[config.mk]
export PLATFORM = sky130hd
export DESIGN_NAME = pipe_stage_elastic
export DESIGN_NICKNAME = d
export VERILOG_FILES = /design/src/rtl/pipe_pkg.sv /design/src/rtl/sat_counter.sv /design/src/rtl/pipe_stage_elastic.sv
export SDC_FILE = /design/constraint.sdc
export NUM_CORES = 1
export LEC_CHECK = 0
export CAP_MARGIN = 10
export CORE_MARGIN = 2
export CORE_UTILIZATION = 35
export CTS_CLUSTER_SIZE = 8
export DETAILED_ROUTE_END_ITERATION = 10
export HOLD_SLACK_MARGIN = 0.1
export SYNTH_ARGS = -nofsm -noshare
export SYNTH_HDL_FRONTEND = slang
export SYNTH_SLANG_ARGS = --single-unit
export TNS_END_PERCENT = 50
[constraint.sdc]
create_clock -name clk -period 4.58 [get_ports clk]
set_input_delay 0.916 -clock clk [delete_from_list [all_inputs] [get_ports clk]]
set_output_delay 0.916 -clock clk [all_outputs]
set_load 0.005 [all_outputs]
[src/rtl/pipe_pkg.sv]
// Shared pipeline definitions: stage-register state encoding, the NOP constant
// and the payload layout carried across each stage boundary.
package pipe_pkg;

    localparam logic [31:0] NOP_INSTR = 32'h0000_0013;

    // Encoded so the state value doubles as the occupancy count.
    typedef enum logic [1:0] {
        PS_EMPTY = 2'd0,
        PS_ONE   = 2'd1,
        PS_TWO   = 2'd2
    } stage_state_e;

    typedef struct packed {
        logic [31:0] pc;
        logic [31:0] instr;
    } if_id_t;

    typedef struct packed {
        logic [31:0] pc;
        logic [31:0] rs1_val;
        logic [31:0] rs2_val;
        logic [31:0] imm;
        logic [4:0]  rd;
        logic [3:0]  alu_op;
        logic        mem_rd;
        logic        mem_wr;
        logic        reg_wr;
    } id_ex_t;

    typedef struct packed {
        logic [31:0] alu_res;
        logic [31:0] store_val;
        logic [4:0]  rd;
        logic        mem_rd;
        logic        mem_wr;
        logic        reg_wr;
    } ex_mem_t;

    typedef struct packed {
        logic [31:0] wb_val;
        logic [4:0]  rd;
        logic        reg_wr;
    } mem_wb_t;

endpackage

[src/rtl/sat_counter.sv]
// Saturating up-counter; holds at all-ones instead of wrapping.
module sat_counter #(
    parameter int W = 16
) (
    input  logic         clk,
    input  logic         rst,
    input  logic         inc,
    output logic [W-1:0] cnt
);

    logic [W-1:0] cnt_q, cnt_d;

    always_comb begin
        cnt_d = cnt_q;
        if (inc && (cnt_q != {W{1'b1}}))
            cnt_d = cnt_q + W'(1);
    end

    always_ff @(posedge clk) begin
        if (rst) cnt_q <= '0;
        else     cnt_q <= cnt_d;
    end

    assign cnt = cnt_q;

endmodule

[src/rtl/pipe_stage_elastic.sv]
// Valid/ready pipeline stage register with a 2-entry skid buffer, flush-to-NOP
// and a saturating stall-cycle counter.
module pipe_stage_elastic
    import pipe_pkg::*;
#(
    parameter int                 DATA_W    = 32,
    parameter logic [DATA_W-1:0]  FLUSH_VAL = DATA_W'(NOP_INSTR),
    parameter int                 CNT_W     = 16
) (
    input  logic              clk,
    input  logic              rst,
    input  logic              flush,
    input  logic              in_valid,
    input  logic [DATA_W-1:0] in_data,
    output logic              in_ready,
    output logic              out_valid,
    output logic [DATA_W-1:0] out_data,
    input  logic              out_ready,
    output logic [1:0]        occ,
    output logic [CNT_W-1:0]  stall_cnt
);

    stage_state_e      state_q, state_d;
    logic [DATA_W-1:0] main_q, main_d;
    logic [DATA_W-1:0] skid_q, skid_d;
    logic              in_fire, out_fire;

    // Handshake outputs come from the state register only.
    assign out_valid = (state_q != PS_EMPTY);
    assign in_ready  = (state_q != PS_TWO);
    assign out_data  = main_q;
    assign occ       = state_q;

    assign in_fire  = in_valid && in_ready;
    assign out_fire = out_valid && out_ready;

    always_comb begin
        state_d = state_q;
        main_d  = main_q;
        skid_d  = skid_q;
        if (flush) begin
            state_d = PS_EMPTY;
            main_d  = FLUSH_VAL;
            skid_d  = FLUSH_VAL;
        end else begin
            unique case (state_q)
                PS_EMPTY: begin
                    if (in_fire) begin
                        main_d  = in_data;
                        state_d = PS_ONE;
                    end
                end
                PS_ONE: begin
                    if (in_fire && out_fire) begin
                        main_d = in_data;
                    end else if (in_fire) begin
                        skid_d  = in_data;
                        state_d = PS_TWO;
                    end else if (out_fire) begin
                        state_d = PS_EMPTY;
                    end
                end
                PS_TWO: begin
                    // Skid always holds the younger beat, so it promotes to main.
                    if (out_fire) begin
                        main_d  = skid_q;
                        state_d = PS_ONE;
                    end
                end
                default: state_d = PS_EMPTY;
            endcase
        end
    end

    always_ff @(posedge clk) begin
        if (rst) begin
            state_q <= PS_EMPTY;
            main_q  <= FLUSH_VAL;
            skid_q  <= FLUSH_VAL;
        end else begin
            state_q <= state_d;
            main_q  <= main_d;
            skid_q  <= skid_d;
        end
    end

    sat_counter #(.W(CNT_W)) u_stall_cnt (
        .clk (clk),
        .rst (rst),
        .inc (out_valid && !out_ready),
        .cnt (stall_cnt)
    );

endmodule

==> out/qor.csv, run 1 <==
stage,metric,value,unit
die,Die Footprint,0.0110,mm2
die,FP Rows,36,
run_status,status,finished clean,
routing,vias,3249,
clock_network,Worst-Skew Late Latency,0.35,ns
global_route,antenna violations before repair,0,
clock_network,H-Tree Depth,3,
clock_network,clk sinks,82,
hold_path,hold endpoint,skid_q[8],
critical_path,R2R depth,5,
clock_network,Clock Pin Slew Worst Setup and Hold Paths,0.09,ns
yosys,"Net Count, Synth",476,
critical_path,Worst Setup SP,occ[1],
routing,Iter 0 DRT Violations,116,
hold_path,hold crit path type,reg -> reg,
global_route,largest net degree at the start of global routing,65,
sta,final setup TNS,0,ns
place,port bufs,88,
global_route,Total GRT Usage,16.0,%
yosys,"FFs w/ async S/R, synth",0,%
routing,DR pass1 iterations,4,
yosys,Synth cell types,49,
place,Place WS,1.58,ns
final_layout,area of the multi-input gates,0.00176,mm2
final_layout,NumNets Final,550,
sta,final setup violation count,0,
critical_path,CP required,3.66,ns
critical_path,Crit. End Element,primary output,
sta,Slew HR,58.5,%
place,# placed instances,634,
clock_network,Post-CTS Setup Bufs,0,
global_route,Congestion Overflow GR,0,
yosys,synth warn,0,
die,Die Wd,105,um
critical_path,Crit Reg-Reg Endpoint,u_stall_cnt.cnt[0],
clock_network,CTS tree,yes,
routing,Via density,5.00,
routing,DRC viols,0,
critical_path,crit start category,flip-flop,
yosys,Mapped Avg Cell Area,8.15,um2
critical_path,reg2reg start,u_stall_cnt.cnt[0],
clock_network,post-CTS sizing,0,
critical_path,critical-path cell list,"nor2b_2, buf_4, clkinv_1, clkdlybuf4s50_1",
final_layout,filler instances,972,
yosys,Main synth FF type,dfxtp_1,
hold_path,worst hold stages,2,
routing,wire per inst,13.9,um
die,Die Span Y,105,um
job,Max-Cap Viols,0,
die,core area,0.00982,mm2
final_layout,share of layout cells above drive strength 1,7.93,%
clock_network,CTS Buffer Depth,2,
final_layout,Seq. cell area,0.00164,mm2
clock_network,Hold Buf Count CTS,0,
yosys,number of synthesized register bits,82,
critical_path,Top Family by Delay on Critical Path,buffers and inverters,
critical_path,kind of critical path,reg -> out,
die,io pins,89,
critical_path,worst-path maximum fanout,33,
final_layout,Layout area overhead,32.4,%
sta,RSZ-0062 raised after global routing,no,
final_layout,most frequent cells in the layout,"nand2_1 (132), clkdlybuf4s50_1 (88), dfxtp_1 (82), nor2_1 (43), a21oi_1 (38)",
sta,final worst slack,1.65,ns
yosys,Cells after Synth,438,
routing,Final Routed Wirelength,9020,um
place,placer congestion estimate,0.751,
hold_path,hold_sp,skid_q[8],
global_route,vias in the first global route,2953,
sta,Fmax,0.341,GHz
yosys,Mapped Area,0.00357,mm2
clock_network,CTS buffer count,9,
power,peak supply drop,0.169,mV
sta,Final Hold Fails,0,
sta,min Tclk post-route,2.93,ns
power,P per Cell Area,305,mW/mm2
final_layout,# diodes,0,
clock_network,Clock Tree Root,clkbuf_8,
final_layout,"Core Util, Final",48.1,%
critical_path,CP arrival,2.02,ns
final_layout,"most common cell after layout, fill and taps aside",nand2_1,
sta,max-slew violation count,0,
sta,Worst Skew,0.0113,ns
sta,slew of the pin with the lowest slew margin,0.622,ns
critical_path,"Buf+Inv Stages, Crit Path",3,
critical_path,Worst path slowest cell,dfxtp_1,
final_layout,Final Non-Filler Cells,650,
power,leakage power,1.69,nW
die,Starting Density,36.4,%
place,HPWL Detailed,5890,um
critical_path,Max stage delay on crit path,0.49,ns
sta,hold slack,0.458,ns
yosys,sequential share of the synthesized area,46.0,%
sta,period utilization,64.1,%
critical_path,reg2reg setup slack,2.63,ns
routing,Antenna Nets Post-Route,0,
yosys,number of synthesized flops with an enable pin,0,
global_route,first-pass GRT wire length,14500,um
where the power goes:
part | switching [mW] | internal, mW | total [mW]
logic | 0.0693 | 0.0800 | 0.149
registers | 0.0112 | 0.730 | 0.741
clock network | 0.287 | 0.262 | 0.549
total | 0.368 | 1.07 | 1.44
cell usage after synthesis, types with 4 or more instances:
master    number  area [um2]
and4_1         5        43.8
a311oi_1      29         254
dfxtp_1       82        1640
nand2_1      132         495
nand3_1        7        35.0
o21ai_0        7        35.0
nor2b_1        4        25.0
buf_6          4        45.0
clkbuf_1      21        78.8
nor2_1        43         161
buf_2          7        35.0
and3_1         4        25.0
a21oi_1       38         190
routing by layer:
layer	track usage (%)	wire (um)	share of wire [%]
met5	0	0	0
met3	2.99	409	4.5
met4	5.71	86	0.95
met2	25.9	4130	46
met1	21.3	4400	49
through the flow:
| stage | total power, mW | cell area [um2] |
|---|---|---|
| floorplan | 0.826 | 3570 |
| global placement | 0.907 | 4520 |
| detailed placement | 0.909 | 4520 |
| CTS | 1.46 | 4730 |
| global route | 1.50 | 4730 |
| finish | 1.44 | 4730 |
tightest hold or removal path, stage by stage (launching register included):
cell and delay [ns]:
dfxtp_1 0.32, nand2_1 0.05, a21oi_1 0.05
kinds of logic (layout without fill, tap and decap cells):
logic type                 after synthesis  in the layout  synth area share [%]
DFF                                     82             82                  46.0
buffers and inverters                   37            116                  5.26
AOI/OAI and AO/OA                       89             89                  17.5
muxes                                    5              5                  1.61
xor gates and xnor gates                 1              1                 0.245
and+or+nand+nor                        223            223                  29.1
adders and majority gates                1              1                 0.350
worst max-delay path by stage:
stage,to,cells after the start
finish,in_ready,4
global route,in_ready,4
CTS,in_ready,4
detailed placement,out_data[5],6
global placement,out_data[4],6
floorplan,u_stall_cnt.cnt[10],6
registers in the layout (all words and copies together), names as in the netlist:
| register | count |
|---|---|
| u_stall_cnt.cnt | 16 |
| out_data | 32 |
| skid_q | 32 |
| occ | 2 |
area by class of cell:
class / instances / area share [%]
Inverter: 4 / 0.318
Sequential cell: 82 / 34.7
Timing Repair Buffer: 96 / 19.9
Multi-Input combinational cell: 319 / 37.1
Clock buffer: 9 / 2.62
Tap cell: 133 / 3.52
Clock inverter: 7 / 1.75
Power figures use the tool's default switching activity.
==> run 2, diff against run 1 <==
Clock period 4.58 ns to 2.98 ns, I/O delays scaled along.
==> run 2 against run 1 <==
Routed wire length rose by 3.3%. Sequential cell count did not move. Core utilization rose by 0.077 points. Final cell count rose by 0.15%. Power rose by 55%. Via count rose by 1.1%.
==> out/qor.csv, run 2 (synthesis results as in run 1) <==
stage,metric,value,unit,change
sta,final setup TNS,0,ns,unchanged
critical_path,kind of critical path,reg -> out,,
job,Max-Cap Viols,0,,unchanged
sta,Worst Skew,0.0139,ns,+0.00265 ns
sta,period utilization,75.0,%,
sta,Fmax,0.447,GHz,
power,leakage power,1.70,nW,+0.32%
clock_network,Clock Pin Slew Worst Setup and Hold Paths,0.10,ns,about the same
final_layout,most frequent cells in the layout,"nand2_1 (132), clkdlybuf4s50_1 (88), dfxtp_1 (82), nor2_1 (43), a21oi_1 (38)",,
critical_path,worst-path maximum fanout,7,,-79%
final_layout,# diodes,0,,unchanged
power,Switching Fraction,26.1,%,+0.52 points
routing,Final Routed Wirelength,9320,um,+3.3%
clock_network,post-CTS sizing,0,,unchanged
final_layout,"Core Util, Final",48.2,%,+0.077 points
routing,wire per inst,14.3,um,+3.2%
sta,hold slack,0.457,ns,-0.000511 ns
global_route,vias in the first global route,3191,,+8.1%
place,HPWL Detailed,6050,um,+2.7%
routing,DRC viols,0,,unchanged
global_route,largest net degree at the start of global routing,61,,-6.2%
clock_network,CTS tree,yes,,
sta,final worst slack,0.744,ns,-0.901 ns
power,sequential power share,51.1,%,-0.4 points
die,io pins,89,,unchanged
critical_path,CP arrival,1.64,ns,-0.38 ns
final_layout,NumNets Final,551,,+0.18%
clock_network,CTS Buffer Depth,2,,unchanged
clock_network,Clock Tree Root,clkbuf_8,,
clock_network,clk sinks,82,,unchanged
routing,Antenna Nets Post-Route,0,,unchanged
sta,Final Hold Fails,0,,unchanged
routing,Iter 0 DRT Violations,174,,+50%
power,Comb pwr share,10.4,%,about the same
hold_path,hold crit path type,reg -> reg,,
critical_path,reg2reg setup slack,0.98,ns,-1.65 ns
critical_path,Crit. End Element,primary output,,
critical_path,CP required,2.38,ns,-1.28 ns
die,Die Footprint,0.0110,mm2,unchanged
sta,slew of the pin with the lowest slew margin,1.14,ns,+0.521 ns
die,core area,0.00982,mm2,unchanged
sta,max-slew violation count,0,,unchanged
clock_network,Worst-Skew Late Latency,0.36,ns,about the same
power,Tot Pwr,2.23,mW,+55%
clock_network,H-Tree Depth,3,,unchanged
place,Place WS,0.426,ns,-1.15 ns
clock_network,Hold Buf Count CTS,0,,unchanged
clock_network,CTS buffer count,9,,unchanged
sta,min Tclk post-route,2.24,ns,
power,peak supply drop,0.239,mV,+41%
routing,vias,3284,,+1.1%
routing,DR pass1 iterations,4,,unchanged
power,Clock power frac,38.5,%,+0.4 points
place,placer congestion estimate,0.789,,+5.0%
global_route,Congestion Overflow GR,0,,unchanged
die,FP Rows,36,,unchanged
final_layout,"most common cell after layout, fill and taps aside",nand2_1,,
sta,RSZ-0062 raised after global routing,no,,
final_layout,Layout area overhead,32.6,%,
sta,final setup violation count,0,,unchanged
final_layout,share of layout cells above drive strength 1,8.11,%,+0.18 points
die,Starting Density,36.4,%,unchanged
global_route,Total GRT Usage,17.6,%,+1.6 points
power,P per Cell Area,471,mW/mm2,+55%
place,port bufs,88,,unchanged
critical_path,crit start category,flip-flop,,
global_route,first-pass GRT wire length,15900,um,+9.5%
final_layout,filler instances,995,,+2.4%
global_route,antenna violations before repair,0,,unchanged
routing,Via density,5.04,,+0.92%
clock_network,Post-CTS Setup Bufs,0,,unchanged
sta,Slew HR,23.8,%,-35 points
die,Die Span Y,105,um,unchanged
die,Die Wd,105,um,unchanged
power,Int Power,1.65,mW,+54%
run_status,status,finished clean,,
power,Switch Pwr,0.581,mW,+58%
## run 2: path summary, 6_finish.rpt
check / startpoint / endpoint / cells past startpoint
max: occ[1] / in_ready / 3
min: skid_q[25] / skid_q[25] / 2
max reg2reg: u_stall_cnt.cnt[0] / u_stall_cnt.cnt[0] / 5
min reg2reg: skid_q[25] / skid_q[25] / 2
## run 2: power by group through the flow
stage | Sequential [mW] | Clock [mW] | Combinational (mW)
after floorplan | 1.16 | 0 | 0.106
after global placement | 1.17 | 0 | 0.230
after detailed placement | 1.17 | 0 | 0.234
after CTS | 1.14 | 0.879 | 0.235
after global routing | 1.14 | 0.920 | 0.259
final | 1.14 | 0.858 | 0.232
## run 2: through the flow
| step | instance area [um2] | cells |
|---|---|---|
| detailed placement | 4530 | 635 |
| finish | 4730 | 651 |
| CTS | 4730 | 651 |
| global route | 4730 | 651 |
| floorplan | 3570 | 438 |
| global placement | 4530 | 635 |
## run 2: routing by layer
metal	routed length, um	track usage (%)
met5	0	0
met2	4270	28.0
met3	516	3.43
met1	4360	23.5
met4	176	6.67
## run 2: cell type report
cell class / count / area (um2) / share of cell area (%)
timing repair buffer: 97 / 948 / 20.0
clock buffer: 9 / 124 / 2.62
tap: 133 / 166 / 3.52
multi-input combinational: 319 / 1760 / 37.1
inverter: 4 / 15.0 / 0.317
clock inverter: 7 / 82.6 / 1.74
sequential: 82 / 1640 / 34.7
## run 2: critical path, cell delays in order (launching register included)
cell	delay [ns]
dfxtp_1	0.49
nor2b_2	0.22
clkinv_1	0.12
clkdlybuf4s50_1	0.46
